File: src/rtl/bp_stream_io_cmd_arbiter.sv
// Shares one bedrock I/O command port between two host-side requesters
// (r0 = NBF loader, r1 = host MMIO/debug master). Commands are arbitrated
// round-robin; the requester ID of every issued command is queued in order so
// each returning io_resp is steered back to the requester that issued it.
//
// Ports:
//   clk_i, reset_n_i          clock, asynchronous active-low reset
//   rX_cmd_i/_v_i/_yumi_o     requester X command channel (valid/yumi)
//   rX_resp_o/_v_o/_ready_i   requester X response channel (valid/ready)
//   io_cmd_o/_v_o/_yumi_i     arbitrated command to chip (valid/yumi)
//   io_resp_i/_v_i/_ready_o   response from chip (valid/ready)
//   outstanding_o             number of in-flight commands
//   idle_o                    nothing in flight and no requester asking
//   error_o                   sticky: response arrived with nothing in flight
module bp_stream_io_cmd_arbiter #(
   parameter int unsigned msg_width_p       = 128,
   parameter int unsigned max_outstanding_p = 4,
   parameter int unsigned lg_outstanding_lp = $clog2(max_outstanding_p + 1)
) (
   input  logic                         clk_i,
   input  logic                         reset_n_i,

   input  logic [msg_width_p-1:0]       r0_cmd_i,
   input  logic                         r0_cmd_v_i,
   output logic                         r0_cmd_yumi_o,
   output logic [msg_width_p-1:0]       r0_resp_o,
   output logic                         r0_resp_v_o,
   input  logic                         r0_resp_ready_i,

   input  logic [msg_width_p-1:0]       r1_cmd_i,
   input  logic                         r1_cmd_v_i,
   output logic                         r1_cmd_yumi_o,
   output logic [msg_width_p-1:0]       r1_resp_o,
   output logic                         r1_resp_v_o,
   input  logic                         r1_resp_ready_i,

   output logic [msg_width_p-1:0]       io_cmd_o,
   output logic                         io_cmd_v_o,
   input  logic                         io_cmd_yumi_i,
   input  logic [msg_width_p-1:0]       io_resp_i,
   input  logic                         io_resp_v_i,
   output logic                         io_resp_ready_o,

   output logic [lg_outstanding_lp-1:0] outstanding_o,
   output logic                         idle_o,
   output logic                         error_o
);

   localparam int unsigned ptr_w_lp = (max_outstanding_p > 1) ? $clog2(max_outstanding_p) : 1;
   localparam logic [ptr_w_lp-1:0]          last_slot_lp = ptr_w_lp'(max_outstanding_p - 1);
   localparam logic [lg_outstanding_lp-1:0] max_cnt_lp   = lg_outstanding_lp'(max_outstanding_p);

   // One-bit requester ID per in-flight command, circular buffer
   logic [max_outstanding_p-1:0]  id_mem_q, id_mem_d;
   logic [ptr_w_lp-1:0]           wptr_q, wptr_d;
   logic [ptr_w_lp-1:0]           rptr_q, rptr_d;
   logic [lg_outstanding_lp-1:0]  count_q, count_d;
   logic                          lock_q, lock_d;
   logic                          lock_id_q, lock_id_d;
   logic                          last_grant_q, last_grant_d;
   logic                          error_q, error_d;

   logic                          grant;
   logic                          issue_ok;
   logic                          empty;
   logic                          head_id;
   logic                          push;
   logic                          pop;

   // State registers
   always_ff @(posedge clk_i or negedge reset_n_i) begin
      if (!reset_n_i) begin
         id_mem_q     <= '0;
         wptr_q       <= '0;
         rptr_q       <= '0;
         count_q      <= '0;
         lock_q       <= 1'b0;
         lock_id_q    <= 1'b0;
         last_grant_q <= 1'b1;
         error_q      <= 1'b0;
      end else begin
         id_mem_q     <= id_mem_d;
         wptr_q       <= wptr_d;
         rptr_q       <= rptr_d;
         count_q      <= count_d;
         lock_q       <= lock_d;
         lock_id_q    <= lock_id_d;
         last_grant_q <= last_grant_d;
         error_q      <= error_d;
      end
   end

   // Arbitration, handshakes, response steering and next state
   always_comb begin
      id_mem_d     = id_mem_q;
      wptr_d       = wptr_q;
      rptr_d       = rptr_q;
      count_d      = count_q;
      lock_d       = lock_q;
      lock_id_d    = lock_id_q;
      last_grant_d = last_grant_q;
      error_d      = error_q;

      // Registered count only: a pop this cycle does not open a slot until next cycle
      issue_ok = (count_q < max_cnt_lp);
      empty    = (count_q == '0);
      head_id  = id_mem_q[rptr_q];

      if (lock_q)                        grant = lock_id_q;
      else if (r0_cmd_v_i ^ r1_cmd_v_i)  grant = r1_cmd_v_i;
      else                               grant = ~last_grant_q;

      // Gated by reset_n_i so no valid leaks out while reset is asserted
      io_cmd_v_o    = reset_n_i & issue_ok & (grant ? r1_cmd_v_i : r0_cmd_v_i);
      io_cmd_o      = grant ? r1_cmd_i : r0_cmd_i;
      push          = io_cmd_v_o & io_cmd_yumi_i;
      r0_cmd_yumi_o = push & ~grant;
      r1_cmd_yumi_o = push &  grant;

      io_resp_ready_o = ~empty & (head_id ? r1_resp_ready_i : r0_resp_ready_i);
      r0_resp_v_o     = io_resp_v_i & ~empty & ~head_id;
      r1_resp_v_o     = io_resp_v_i & ~empty &  head_id;
      r0_resp_o       = io_resp_i;
      r1_resp_o       = io_resp_i;
      pop             = io_resp_v_i & io_resp_ready_o;

      if (push) begin
         id_mem_d[wptr_q] = grant;
         wptr_d           = (wptr_q == last_slot_lp) ? '0 : ptr_w_lp'(wptr_q + 1'b1);
         last_grant_d     = grant;
      end
      if (pop) begin
         rptr_d = (rptr_q == last_slot_lp) ? '0 : ptr_w_lp'(rptr_q + 1'b1);
      end

      if (push && !pop)      count_d = lg_outstanding_lp'(count_q + 1'b1);
      else if (pop && !push) count_d = lg_outstanding_lp'(count_q - 1'b1);

      // A presented but unconsumed command pins the grant until the chip takes it
      if (push) begin
         lock_d = 1'b0;
      end else if (io_cmd_v_o) begin
         lock_d    = 1'b1;
         lock_id_d = grant;
      end

      if (io_resp_v_i && empty) error_d = 1'b1;
   end

   assign outstanding_o = count_q;
   assign idle_o        = (count_q == '0) & ~r0_cmd_v_i & ~r1_cmd_v_i;
   assign error_o       = error_q;

   // A locked requester must keep its command valid until it is consumed
   a_lock_hold: assert property (@(posedge clk_i) disable iff (!reset_n_i)
      lock_q |-> (lock_id_q ? r1_cmd_v_i : r0_cmd_v_i));

endmodule

File: config.mk
export PLATFORM = sky130hd
export DESIGN_NAME = bp_stream_io_cmd_arbiter
export DESIGN_NICKNAME = d
export VERILOG_FILES = /design/src/rtl/bp_stream_io_cmd_arbiter.sv
export SDC_FILE = /design/constraint.sdc
export NUM_CORES = 1
export LEC_CHECK = 0
export BUFFER_PORTS_ARGS = -buffer_cell sky130_fd_sc_hd__clkbuf_2
export CORE_AREA = 2 2 311 313
export DETAILED_ROUTE_END_ITERATION = 7
export DIE_AREA = 0 0 313 315
export SLEW_MARGIN = 20
export SYNTH_ARGS = -nofsm -noshare
export SYNTH_HDL_FRONTEND = slang
export SYNTH_SLANG_ARGS = --single-unit
export TNS_END_PERCENT = 50
File: constraint.sdc
create_clock -name clk_i -period 3.1 [get_ports clk_i]
set_input_delay 0.31 -clock clk_i [delete_from_list [all_inputs] [get_ports clk_i]]
set_output_delay 0.31 -clock clk_i [all_outputs]
set_load 0.1 [all_outputs]
==> summary.txt, run 1 <==
Status: finished clean
Core area: 95700 um^2
Most common flop cell mapped by yosys: dfrtp_1
# port buffers: 402
Critical Path AT: 2.54 ns
Routing usage on met1: 9.18%
Layout cells sized above 1: 71.0%
Routability cong.: 0.753
Count leader, synth: buf_4
Post-synthesis cell area: 4320 um^2
Vert. Die Dim: 315 um
Worst path cell trace: maj3_2, o21a_4, buf_12, buf_12, mux2_1, buf_12
Place WS: 0.450 ns
Setup Buffers After CTS: 0
Skew final: 0.00336 ns
Hold_buf cts: 0
Final Slew Violations: 0
Yosys top cell by area: buf_4
Total Power: 9680 uW
Post-synth top area share: 46.2%
Setup TNS: 0 ns
Worst path max stage delay: 0.52 ns
Effective utilization at floorplan: 4.52%
Global-route wire length before repair: 50500 um
Top cells by area in the synthesized netlist: buf_4, mux2_1, dfrtp_1
Min Clock Period, post-route: 2.85 ns
Multi-input gate area: 1940 um^2
Worst setup path category: reg2out
Clk root buf: clkbuf_16
Grt met2 use: 11.4%
Max-slew headroom: 55.8%
Clk sinks: 15
WL/cell: 22.7 um
CP top delay family: buffers and inverters
First-pass detailed-route iteration total: 4
Setup violations, final: 0
Max IR drop VDD: 1100 uV
Largest net degree at the start of global routing: 46
RSZ-0062 raised after global routing: no
Crit path max fanout: 45
Syn nets: 875
Worst path slowest cell: dfstp_2
Top post-synthesis cells by count: buf_4, mux2_1, dfrtp_1
Drt total wl: 43200 um
Worst-margin pin slew: 0.667 ns
Maximum clock path buffer count: 2
Row count: 114
Startpoint Class: flip-flop
Avg Cell Area, Syn: 9.08 um^2
Clock transition at path regs: 0.05 ns
CP Buf/Inv Count: 3
Synth unique cells: 31
Post-route ant nets: 0
Syn. warnings: 0
# DRC: 0
Synth async-reset ratio: 100%
Fmax: 0.350 GHz
Post-synthesis register bit count: 15
Period utilization: 92.1%
Post-synth EDFFs: 0
Final WS setup: 0.246 ns
Final nets: 1017
Cell count after synthesis: 476
Initial antenna violation count: 43
Hold Crit Class: in2async
Hold Fails Final Rpt: 0
Seq. cell area: 380 um^2
Worst skew pair latency: 0.25 ns
Global Route Usage Sum: 8.30%
CP endpoint kind: output pin
Leak pwr: 0.00304 uW
Number of CTS-inserted buffers: 3
CTS tree: built
Vias in the first global route: 3903
Power Density: 1360 nW/um^2
IO Pins: 787
Die area: 98600 um^2
Cell mode on critical path: buf_12
Die X: 313 um
Vias/cell: 2.12
Remaining global-route overflow: 0
Most Crowded Layer GR: met2
DRT iter0 DRCs: 81
Worst EP required: 2.79 ns
Sequential area share after synthesis: 8.71%
Post-CTS Resized: 0
Layout overhead on the synthesized area: 64.7%
Fillers: 11200
CTS HTree Levels: 1
Met3 usage: 8.39%
Vias: 4037
DP HPWL: 41400 um
Max-Cap Viols: 0
-- state kept, by name (all words and copies together) (netlist names) --
signal,count
lock_q,1
error_o,1
wptr_q,2
id_mem_q,4
lock_id_q,1
last_grant_q,1
outstanding_o,3
rptr_q,2
-- worst register-to-register path, cell delays in order, from the launching register on --
cell     delay, ns
dfrtp_1       0.41
mux4_2        0.59
mux2i_1       0.16
nor2_1        0.22
inv_1         0.12
ha_4          0.18
inv_2         0.05
fa_2          0.42
mux2_4        0.27
-- final timing paths --
path	cells after the start	to	startpoint	slack, ns
worst max-delay path	6	io_cmd_o[97]	last_grant_q	0.25
worst min-delay path	2	lock_id_q	reset_n_i	0.06
worst max register to register	8	outstanding_o[1]	rptr_q[0]	0.56
worst min register to register	1	error_o	error_o	0.47
max in group asynchronous	2	last_grant_q	reset_n_i	2.80
min in group clk_i	2	error_o	io_resp_v_i	0.29
-- report_power, final --
group | internal [uW] | switching (uW)
combinational | 2440 | 6580
sequential | 301 | 96.3
clock | 175 | 83.3
total | 2920 | 6760
-- metal layers --
metal / share of wire (%) / up-vias
met2: 38 / 597
met3: 23 / 73
met5: 0.37 / -
li1: - / 1602
met4: 1.2 / 24
met1: 38 / 1741
-- cells in the final DEF (no fill, tap or decap), drive strengths merged, types with 2 or more instances in the layout --
master and instances:
dfrtp 14, mux2 137, xor2 2, o21ai 3, buf 74, nand2 10, nor2 10, ha 6
nor3 2, clkbuf 338, diode 7, inv 7
-- final cells by class --
type / count / area share, %
repair buffers: 408 / 43.2
multi-input cells: 183 / 27.3
well taps: 1276 / 22.4
flip-flops and latches: 15 / 5.34
clock buffers: 4 / 1.11
inverters: 7 / 0.369
diodes: 7 / 0.246
-- cells by family (layout without fill, tap and decap cells) --
group,Yosys count,after routing,share of synthesized area (%)
AOI/OAI and AO/OA,7,7,1.22
xor gates and xnor gates,3,3,0.608
adders and majority gates,8,8,2.46
buffers and inverters,278,419,47.5
DFF,15,15,8.71
muxes,139,139,36.7
other,0,7,0
and+or+nand+nor,26,26,2.81
-- through the flow --
stage | hold WS, ns | utilization, % | instance area, um^2 | cells
6_report | 0.0628 | 7.44 | 7120 | 1900
5_1_grt | 0.0795 | 7.43 | 7110 | 1896
4_1_cts | 0.0747 | 7.42 | 7100 | 1893
3_5_place_dp | 0.336 | 7.34 | 7030 | 1889
3_3_place_gp | 0.323 | 7.34 | 7030 | 1889
2_1_floorplan | 0.0144 | - | 4370 | 476
Power figures use the tool's default switching activity.
==> run 2, diff against run 1 <==
--- a/config.mk
+++ b/config.mk
@@ -5,10 +5,11 @@
 export SDC_FILE = /design/constraint.sdc
 export NUM_CORES = 1
 export LEC_CHECK = 0
+export ABC_AREA = 1
 export BUFFER_PORTS_ARGS = -buffer_cell sky130_fd_sc_hd__clkbuf_2
-export CORE_AREA = 2 2 311 313
+export CORE_AREA = 2 2 309 311
 export DETAILED_ROUTE_END_ITERATION = 7
-export DIE_AREA = 0 0 313 315
+export DIE_AREA = 0 0 311 313
 export SLEW_MARGIN = 20
 export SYNTH_ARGS = -nofsm -noshare
 export SYNTH_HDL_FRONTEND = slang
==> constraint.sdc (replaced) <==
create_clock -name clk_i -period 3.1 [get_ports clk_i]
set_input_delay 0.62 -clock clk_i [delete_from_list [all_inputs] [get_ports clk_i]]
set_output_delay 0.62 -clock clk_i [all_outputs]
set_load 0.1 [all_outputs]
==> run 2 against run 1 <==
Net effect:
- sequential cell count did not move
- clock skew fell by 0.0024 ns
- final area rose by 14%
- global-route usage rose by 1.4 points
- wire length rose by 14%
==> summary.txt, run 2 <==
Status: finished clean
Layout overhead on the synthesized area: 83.2%
Synth async-reset ratio: 100%
Global Route Usage Sum: 9.70%
Final WS setup: 0.289 ns
Worst skew pair latency: 0.25 ns
Vert. Die Dim: 313 um
# DRC: 0
Global-route wire length before repair: 60400 um
Clk sinks: 15
Vias: 5233
Sequential Power Share: 2.6%
Power Density: 1750 nW/um^2
Die area: 97300 um^2
CP endpoint kind: output pin
Yosys top cell by area: buf_4
DRT iter0 DRCs: 160
Largest net degree at the start of global routing: 84
Sequential area share after synthesis: 8.47%
Number of CTS-inserted buffers: 3
NetSw: 9660 uW
Vias/cell: 2.40
Critical Path AT: 2.19 ns
Hold Crit Class: in2async
Switching Share: 67.6%
Worst path cell trace: nor2_1, nor2_1, nand2_2, nand2_8, buf_12, buf_4, nand2_1, nand2_1, buf_12
Post-synthesis cell area: 4450 um^2
Max IR drop VDD: 943 uV
First-pass detailed-route iteration total: 4
Post-CTS Resized: 0
Post-route ant nets: 0
IO Pins: 787
Final Slew Violations: 0
Vias in the first global route: 5588
Max reg flops: 4
Skew final: 0.000973 ns
Setup Buffers After CTS: 0
Startpoint Class: flip-flop
Worst path slowest cell: dfstp_2
DP Area: 8060 um^2
Min Clock Period, post-route: 2.81 ns
Leak pwr: 0.00406 uW
Placed instance count: 2177
Top cells by area in the synthesized netlist: buf_4, nand2_1, dfrtp_1
Place WS: 0.351 ns
Layout cells sized above 1: 47.5%
Biggest register: id_mem_q
Grt met2 use: 14.3%
Crit path max fanout: 83
CTS tree: built
Core area: 94200 um^2
Effective utilization at floorplan: 4.72%
WL/cell: 22.5 um
Hold Fails Final Rpt: 0
Avg Cell Area, Syn: 5.71 um^2
Cell count after synthesis: 779
Drt total wl: 49100 um
Final cell count without fillers: 2183
Worst path max stage delay: 0.54 ns
Post-layout instance area: 8150 um^2
Most Crowded Layer GR: met2
Post-synth top area share: 45.7%
Hold_buf cts: 0
DP HPWL: 46700 um
Row count: 113
RSZ-0062 raised after global routing: no
Most common flop cell mapped by yosys: dfrtp_1
Routability cong.: 0.818
Die X: 311 um
Top post-synthesis cells by count: nand2_1, buf_4, dfrtp_1, inv_1, nor2_1
# port buffers: 402
Fillers: 11100
Count leader, synth: nand2_1
Max-Cap Viols: 0
Most common cell after layout, fill and taps aside: nand2_1
Int Pwr: 4630 uW
Worst-margin pin slew: 0.640 ns
Leading cell types in the layout, fill and taps excluded: nand2_1, clkbuf_2, buf_12
Worst setup path category: reg2out
Routing usage on met1: 9.72%
Max-slew headroom: 57.5%
Setup TNS: 0 ns
Setup violations, final: 0
Initial antenna violation count: 28
CTS HTree Levels: 1
Worst EP required: 2.48 ns
Clock transition at path regs: 0.05 ns
Clk root buf: clkbuf_16
Fmax: 0.356 GHz
Post-synthesis register bit count: 15
Maximum clock path buffer count: 2
Synth unique cells: 26
Clk pwr share: 1.8%
Syn nets: 1178
Final nets: 1316
Period utilization: 90.7%
Remaining global-route overflow: 0
Gate power share: 95.6%
Post-synth EDFFs: 0
Met3 usage: 9.82%
Syn. warnings: 0
==> run 2: kinds of logic after synthesis <==
logic type      share of synthesized area (%)
simple gates                             38.3
buf+inv                                  49.3
flops                                    8.47
compound gates                           1.18
fa+ha+maj                                2.14
xor+xnor                                0.394
mux                                     0.253
==> run 2: final timing paths <==
path | startpoint | end | slack (ns) | depth (start not counted)
max in group asynchronous | reset_n_i | last_grant_q | 2.46 | 2
min in group clk_i | id_mem_q[2] | id_mem_q[2] | 0.47 | 2
max reg2reg | last_grant_q | outstanding_o[2] | 0.66 | 14
min reg2reg | id_mem_q[2] | id_mem_q[2] | 0.47 | 2
max | last_grant_q | io_cmd_o[43] | 0.29 | 9
min | reset_n_i | wptr_q[1] | 0.39 | 2
==> run 2: critical path, delay by kind of cell (launching register included) <==
kind / cells / cell delay (ns)
simple gates: 6 / 0.55
buf+inv: 3 / 0.65
flops: 1 / 0.54
==> run 2: power groups by stage <==
| stage | registers (uW) | clock network (uW) | logic [uW] |
|---|---|---|---|
| 5_1_grt | 389 | 268 | 14200 |
| 4_1_cts | 373 | 264 | 13800 |
| 3_3_place_gp | 370 | 0 | 13700 |
| 2_1_floorplan | 515 | 0 | 9990 |
| 3_5_place_dp | 376 | 0 | 13800 |
| 6_report | 373 | 256 | 13700 |
==> run 2: through the flow <==
stage,hold slack [ns],power [uW],utilization (%)
3_3_place_gp,0.463,14100,8.56
2_1_floorplan,0.324,10500,-
6_report,0.392,14300,8.65
5_1_grt,0.424,14800,8.65
4_1_cts,0.402,14400,8.65
3_5_place_dp,0.462,14100,8.56
==> run 2: final cells by class <==
cell class	instances	area (um^2)	area share, %
Timing Repair Buffer	419	4140	50.8
Clock buffer	3	75.1	0.921
Multi-Input combinational cell	462	1900	23.3
Tap cell	1265	1580	19.4
Sequential cell	15	377	4.62
Inverter	16	65.1	0.798
Clock inverter	1	5.00	0.0614
Antenna cell	2	5.00	0.0614
==> run 2: metal layers <==
metal  up-vias  wire length (um)
met5         -                87
met3        55             11200
met2       681             19800
li1       2348                 -
met4        14               906
met1      2135             17200
